### config.mk
export PLATFORM = sky130hd
export DESIGN_NAME = div_issue_ctrl
export DESIGN_NICKNAME = d
export VERILOG_FILES = /design/src/rtl/div_issue_ctrl.sv
export SDC_FILE = /design/constraint.sdc
export NUM_CORES = 1
export LEC_CHECK = 0
export ABC_AREA = 0
export ABC_CLOCK_PERIOD_IN_PS = 8900
export CORE_AREA = 2 2 179 181
export CTS_BUF_LIST = sky130_fd_sc_hd__clkbuf_4 sky130_fd_sc_hd__clkbuf_8
export CTS_CLUSTER_DIAMETER = 60
export DETAILED_ROUTE_END_ITERATION = 16
export DIE_AREA = 0 0 181 183
export PLACE_DENSITY_LB_ADDON = 0.3
export SLEW_MARGIN = 10
export SYNTH_ARGS = -nofsm -noshare
export SYNTH_HDL_FRONTEND = slang
export SYNTH_SLANG_ARGS = --single-unit
### constraint.sdc
create_clock -name clk -period 8.9 [get_ports clk]
set_clock_uncertainty 0.05 [all_clocks]
set_input_delay 2.67 -clock clk [delete_from_list [all_inputs] [get_ports clk]]
set_output_delay 2.67 -clock clk [all_outputs]
set_load 0.005 [all_outputs]
### src/rtl/div_issue_ctrl.sv
// Initiator side of the iterative divider handshake for RV64M div/rem.
// Resolves divide-by-zero and signed overflow locally and bypasses the divider.
module div_issue_ctrl #(
  parameter int XLEN = 64
) (
  input  logic            clk,
  input  logic            rst,
  input  logic            flush,
  input  logic            in_valid,
  output logic            in_ready,
  input  logic [1:0]      in_op,
  input  logic            in_word,
  input  logic [XLEN-1:0] in_src1,
  input  logic [XLEN-1:0] in_src2,
  output logic            res_valid,
  input  logic            res_ready,
  output logic [XLEN-1:0] res_data,
  output logic            div_valid,
  input  logic            div_ready,
  output logic            div_flush,
  output logic            div_divw,
  output logic            div_signed,
  output logic [XLEN-1:0] div_dividend,
  output logic [XLEN-1:0] div_divisor,
  input  logic            div_out_valid,
  input  logic [XLEN-1:0] div_quotient,
  input  logic [XLEN-1:0] div_remainder
);

  typedef enum logic [2:0] {
    IDLE,
    ISSUE,
    WAIT,
    DRAIN,
    DONE
  } state_t;

  localparam logic [XLEN-1:0] MIN_NEG =
    {1'b1, {(XLEN-1){1'b0}}};

  state_t state;
  logic   rem_q;
  logic   word_q;

  logic            accept;
  logic            in_signed;
  logic            in_rem;
  logic            div_zero;
  logic            ovf;
  logic            special;
  logic [XLEN-1:0] src1_ext;
  logic [XLEN-1:0] special_res;
  logic [XLEN-1:0] sel;
  logic [XLEN-1:0] cap;

  assign in_ready  = (state == IDLE) && !flush && !rst;
  assign accept    = in_valid && in_ready;
  assign in_signed = ~in_op[0];
  assign in_rem    = in_op[1];

  // W ops judge zero/overflow on the low word only
  assign div_zero = in_word ? (in_src2[31:0] == '0)
                            : (in_src2 == '0);

  assign ovf = in_signed && (in_word
    ? ((in_src1[31:0] == 32'h8000_0000) && (&in_src2[31:0]))
    : ((in_src1 == MIN_NEG) && (&in_src2)));

  assign special = div_zero || ovf;

  assign src1_ext = in_word
    ? {{(XLEN-32){in_src1[31]}}, in_src1[31:0]}
    : in_src1;

  assign special_res = div_zero
    ? (in_rem ? src1_ext : {XLEN{1'b1}})
    : (in_rem ? '0 : src1_ext);

  assign sel = rem_q ? div_remainder : div_quotient;
  assign cap = word_q
    ? {{(XLEN-32){sel[31]}}, sel[31:0]}
    : sel;

  assign div_valid = (state == ISSUE);
  assign res_valid = (state == DONE);

  // WAIT cancels in the flush cycle; an ISSUE handshake lost to flush drains
  assign div_flush = !rst && ((state == DRAIN) ||
                     ((state == WAIT) && flush));

  always_ff @(posedge clk) begin
    if (rst) begin
      state        <= IDLE;
      rem_q        <= 1'b0;
      word_q       <= 1'b0;
      res_data     <= '0;
      div_divw     <= 1'b0;
      div_signed   <= 1'b0;
      div_dividend <= '0;
      div_divisor  <= '0;
    end else begin
      unique case (state)
        IDLE: begin
          if (accept) begin
            rem_q  <= in_rem;
            word_q <= in_word;
            if (special) begin
              res_data <= special_res;
              state    <= DONE;
            end else begin
              div_divw     <= in_word;
              div_signed   <= in_signed;
              div_dividend <= in_src1;
              div_divisor  <= in_src2;
              state        <= ISSUE;
            end
          end
        end
        ISSUE: begin
          if (flush) begin
            state <= div_ready ? DRAIN : IDLE;
          end else if (div_ready) begin
            state <= WAIT;
          end
        end
        WAIT: begin
          if (flush) begin
            state <= IDLE;
          end else if (div_out_valid) begin
            res_data <= cap;
            state    <= DONE;
          end
        end
        DRAIN: begin
          state <= IDLE;
        end
        DONE: begin
          if (flush || res_ready) begin
            state <= IDLE;
          end
        end
        default: begin
          state <= IDLE;
        end
      endcase
    end
  end

endmodule

# Word-level counts from Yosys, hierarchy flattened

Cells that the tools add are included.

Muxes and demuxes: 22
Reduce and logical (&&, ||, !) cells: 23
Bitwise gates (word level): 2
Equality and inequality tests: 13

Operators by type and width:

| cell                   | number |
|---|---|
| $mux W64               | 10 |
| $pmux W64 S2           | 1 |
| $eq A64 B64 Y1 const B | 1 |
| $logic_not A64 Y1      | 1 |
| $reduce_and A64 Y1     | 1 |
| $eq A32 B32 Y1 const B | 1 |
| $logic_not A32 Y1      | 1 |
| $reduce_and A32 Y1     | 1 |
| $mux W3                | 7 |
| $pmux W3 S4            | 1 |
| $logic_and A1 B1 Y1    | 8 |
| $ne A2 B2 Y1 const B   | 4 |
| $eq A3 B2 Y1 const B   | 2 |
| $reduce_and A5 Y1      | 1 |
| $reduce_and A4 Y1      | 1 |
| $eq A3 B1 Y1 const B   | 1 |
| $eq A3 B3 Y1 const B   | 1 |
| $logic_not A3 Y1       | 1 |
| $logic_or A1 B1 Y1     | 3 |
| $ne A3 B2 Y1 const B   | 1 |
| $ne A3 B3 Y1 const B   | 1 |
| $reduce_and A3 Y1      | 1 |
| $logic_not A1 Y1       | 2 |
| $mux W1                | 2 |
| other kinds (5)        | 6 |

Register bits after elaboration: 199
Output and inout port bits: 198
Logic and storage cells: 68
Bits of input ports: 266

# Logic depth before layout (Yosys ltp)

Depth in word-level cells: 8
Gate-level depth with buffers: 9
Depth with buffers taken out: 7

# Worst setup path after synthesis

No wires, ideal clock.

Path kind: in2out
Start point: in rst
End point: out div_flush
Stages: 4
Data arrival time: 3.540 ns
Path buffers: 3
Path slack: 2.640 ns
Required time: 6.180 ns
Path through: clkbuf_1 > clkbuf_1 > clkbuf_1 > nor3_1

Longest elaborated chain between the ends: 2

Ends and longest elaborated chain:

| what                | line | RTL |
|---|---|---|
| from (decl)         | 7    | `input logic rst,` |
| $logic_not A1 Y1    | 88   | `assign div_flush = !rst && ((state == DRAIN) \|\|` |
| $logic_and A1 B1 Y1 | 88   |  |
| to (decl)           | 20   | `output logic div_flush,` |

Every way passes these cells.

# Final worst setup path

Start point: in flush
End point: out div_flush

Longest elaborated chain between the ends: 3

Ends and longest elaborated chain:

| what                | line | RTL |
|---|---|---|
| from (decl)         | 8    | `input logic flush,` |
| $logic_and A1 B1 Y1 | 89   | `((state == WAIT) && flush));` |
| $logic_or A1 B1 Y1  | 88   |  |
| $logic_and A1 B1 Y1 | 88   |  |

Every way passes these cells.

==> results.ini <==
[status]
outcome=finished, final reports clean

[die]
dieHeight_um=183
start_util_pct=32.46
rows=65
die_area_um2=33120
ios=464
die_w_um=181
core_area_um2=31230

[finish]
final_cell_mix=461 x clkdlybuf4s50_1, 269 x nand2_1, 198 x dfxtp_1
nets=1971
final_common_cell=clkdlybuf4s50_1
area_growth_pct=50.24
final_cells=2120
fillers=3086
n_antenna_cell=0
drive_gt1_share_pct=3.609

[clocking]
clock_latency_ps=470
cts_root_buffer=clkbuf_8
cts_hold_buf=0
cts_tree=done
cts_buffer_depth=2
cts_buffers=17
cts.sinks=199
cts_setup_buffers=0
cts_resized=0
clk_pin_slew_ps=110
htreeDepth=4

[pwr]
power.internal_w=0.001299
clkPwrFrac_pct=31.3
p_per_area_nw_per_um2=120.2
swShare_pct=29.08
p_sw_w=0.0005325
p_leak_nw=4.942
p_seq_share_pct=50.3
irDropWorstVdd_mv=0.06509
power_w=0.001831
pwr-share-comb_pct=18.4

[yosys]
yosys_warnings=0
yosysUniqueCellTypes=43
synth-edff-count=0
synth-adder-area-share_pct=0
syn_area_um2=10140
async_flop_share_pct=0
synthFlopType=dfxtp_1
ys_ff_latch=199
syn_inst=1316
syn_nets=1582
synth_top_family_by_area=simple AND/OR/NAND/NOR gates
ys_seq_area_share_pct=39.29
syn_area_per_cell_um2=7.704
synth_xor_area_share_pct=0.08639
synth_mux_area_share_pct=9.614
synth-simple-area-share_pct=25.09
synth_compound_area_share_pct=19.18

[drt]
ant_nets=0
drtIter0Drc=686
wl_met1_um=18680
vias=10870
dr.pass1.iters=5
dr_wl_met2_um=19040
wl_met3_um=3023
post-route-drc-count=0
drt-wirelength-per-cell_um=19.60
vias_per_cell=5.125
highest_layer=met5
wl_um=41550

[critical_path]
timing.rr.end=div_divisor[16]$_SDFFE_PP0P_
crit_path_end_kind=output pin
crit_path_end=div_flush
crit_chain=clkdlybuf4s50_1 -> nor2_1 -> nor3_1 -> clkdlybuf4s50_1
critPathMaxStageDelay_ps=710
worstPathArrival_ps=4310
crit_required_ps=6180
crit_family=buffers and inverters
crit_type=primary input to output pin
crit_fanout=8
critPathLaunchType=primary input
r2r_slack_ps=6060
cp_slowest_cell=clkdlybuf4s50_1
cp_common_cell=clkdlybuf4s50_1
path_depth=4
cp.buffers_inverters=2
timing.rr.start=state[0]$_SDFFE_PP0P_
reg2regPathDepth=7
crit_start=flush

[place]
dp_hpwl_um=30570
portBuffers=463
dp.cells=2088
place_congestion=0.9099

[timing]
max_freq_mhz=142.2
slew_viol_final=0
hold_viol=0
maxSlewHeadroom_pct=22.05
rsz0062_at_grt=false
finalCritPeriodShare_pct=79.01
tns_ps=0
fin_crit_ps=7032
worst_slew_pin_slew_ps=1165
setup_violations=0

[hold_path]
holdCritPathClass=flip-flop to flip-flop
hold_path_depth=2

[grt]
grt.overflow.total=0
grt_pass1_vias=10350
grt_pass1_wl_um=61530
antenna_found_initial=1
grt_max_degree=96
grt_usage_pct=23.96

[run]
maxCapViolCount=0

-- cells by family after synthesis --
kind of cell,count (synthesis)
buffers and inverters,143
xor gates and xnor gates,1
and+or+nand+nor,531
AOI/OAI and AO/OA,345
muxes,97
DFF,199
-- synthesized netlist by cell type, drive strengths merged, types with 3 or more instances --
library cell,instances,share of area (%)
a31oi,3,0.19
dfxtp,199,39
nand4b,3,0.26
mux2,3,0.33
inv,36,1.3
nor2,45,1.7
o21ai,98,4.8
a211oi,33,2.5
nor3,9,0.49
buf,32,2.6
o211ai,31,2.3
nand3,4,0.20
mux2i,94,9.3
nand4,26,1.6
nand2,270,10
nand2b,63,3.9
clkbuf,75,2.8
nor2b,63,3.9
nor4,38,2.3
a21oi,169,8.3
-- worst min-delay path by stage --
stage                                       start                       endpoint  slack, ps
global route        div_dividend[19]$_SDFFE_PP0P_  div_dividend[19]$_SDFFE_PP0P_        430
floorplan            div_dividend[0]$_SDFFE_PP0P_   div_dividend[0]$_SDFFE_PP0P_        400
finish               div_divisor[14]$_SDFFE_PP0P_   div_divisor[14]$_SDFFE_PP0P_        410
detailed placement  div_dividend[19]$_SDFFE_PP0P_  div_dividend[19]$_SDFFE_PP0P_        400
CTS                 div_dividend[19]$_SDFFE_PP0P_  div_dividend[19]$_SDFFE_PP0P_        410
global placement     div_divisor[18]$_SDFFE_PP0P_   div_divisor[18]$_SDFFE_PP0P_        390
-- worst register-to-register path: cells and delay by family (launching register included) --
kind / cells / cell delay, ps
AND/OR/NAND/NOR: 4 / 1020
AO/OA/AOI/OAI: 2 / 790
buffers and inverters: 1 / 450
flip-flops: 1 / 380
-- power by group through the flow --
| stage | logic (W) | clock network [W] | registers (W) |
|---|---|---|---|
| 2_1_floorplan | 0.000113 | 0 | 0.000942 |
| 3_3_place_gp | 0.000334 | 0 | 0.000941 |
| 3_5_place_dp | 0.000336 | 0 | 0.000942 |
| 4_1_cts | 0.000337 | 0.000590 | 0.000922 |
| 5_1_grt | 0.000361 | 0.000623 | 0.000925 |
| 6_report | 0.000337 | 0.000572 | 0.000922 |
-- through the flow --
stage / util [%] / cell area, um2 / worst slack [ps] / hold slack (ps)
after floorplan: - / 10140 / 2640 / 402.7
after global placement: 47.62 / 14870 / 1840 / 390.6
after detailed placement: 47.62 / 14870 / 1883 / 396.4
after CTS: 48.77 / 15230 / 1865 / 411.0
after global routing: 48.77 / 15230 / 1711 / 426.6
final: 48.77 / 15230 / 1868 / 407.5
-- layer usage --
layer  up-vias  track usage [%]
met5         -                0
met4         2            6.179
met3        35            6.354
met2       401            38.28
met1      5118            32.14
li1       5309                -
-- registers in the layout, summed over array words and instances, names as in the netlist --
name,flops
div_dividend,64
res_data,64
word_q,1
state,3
rem_q,1
div_divisor,64
div_signed,1
div_divw,1
-- area by class of cell --
cell class / count / area [um2] / share of cell area (%)
clock buffers: 18 / 241.5 / 1.585
flip-flops and latches: 199 / 3988 / 26.18
well taps: 402 / 503.0 / 3.302
inverters: 36 / 135.1 / 0.8871
repair buffers: 477 / 4736 / 31.09
multi-input cells: 974 / 5512 / 36.18
clock inverters: 14 / 117.6 / 0.7721
(Power assumes the default switching activity.)
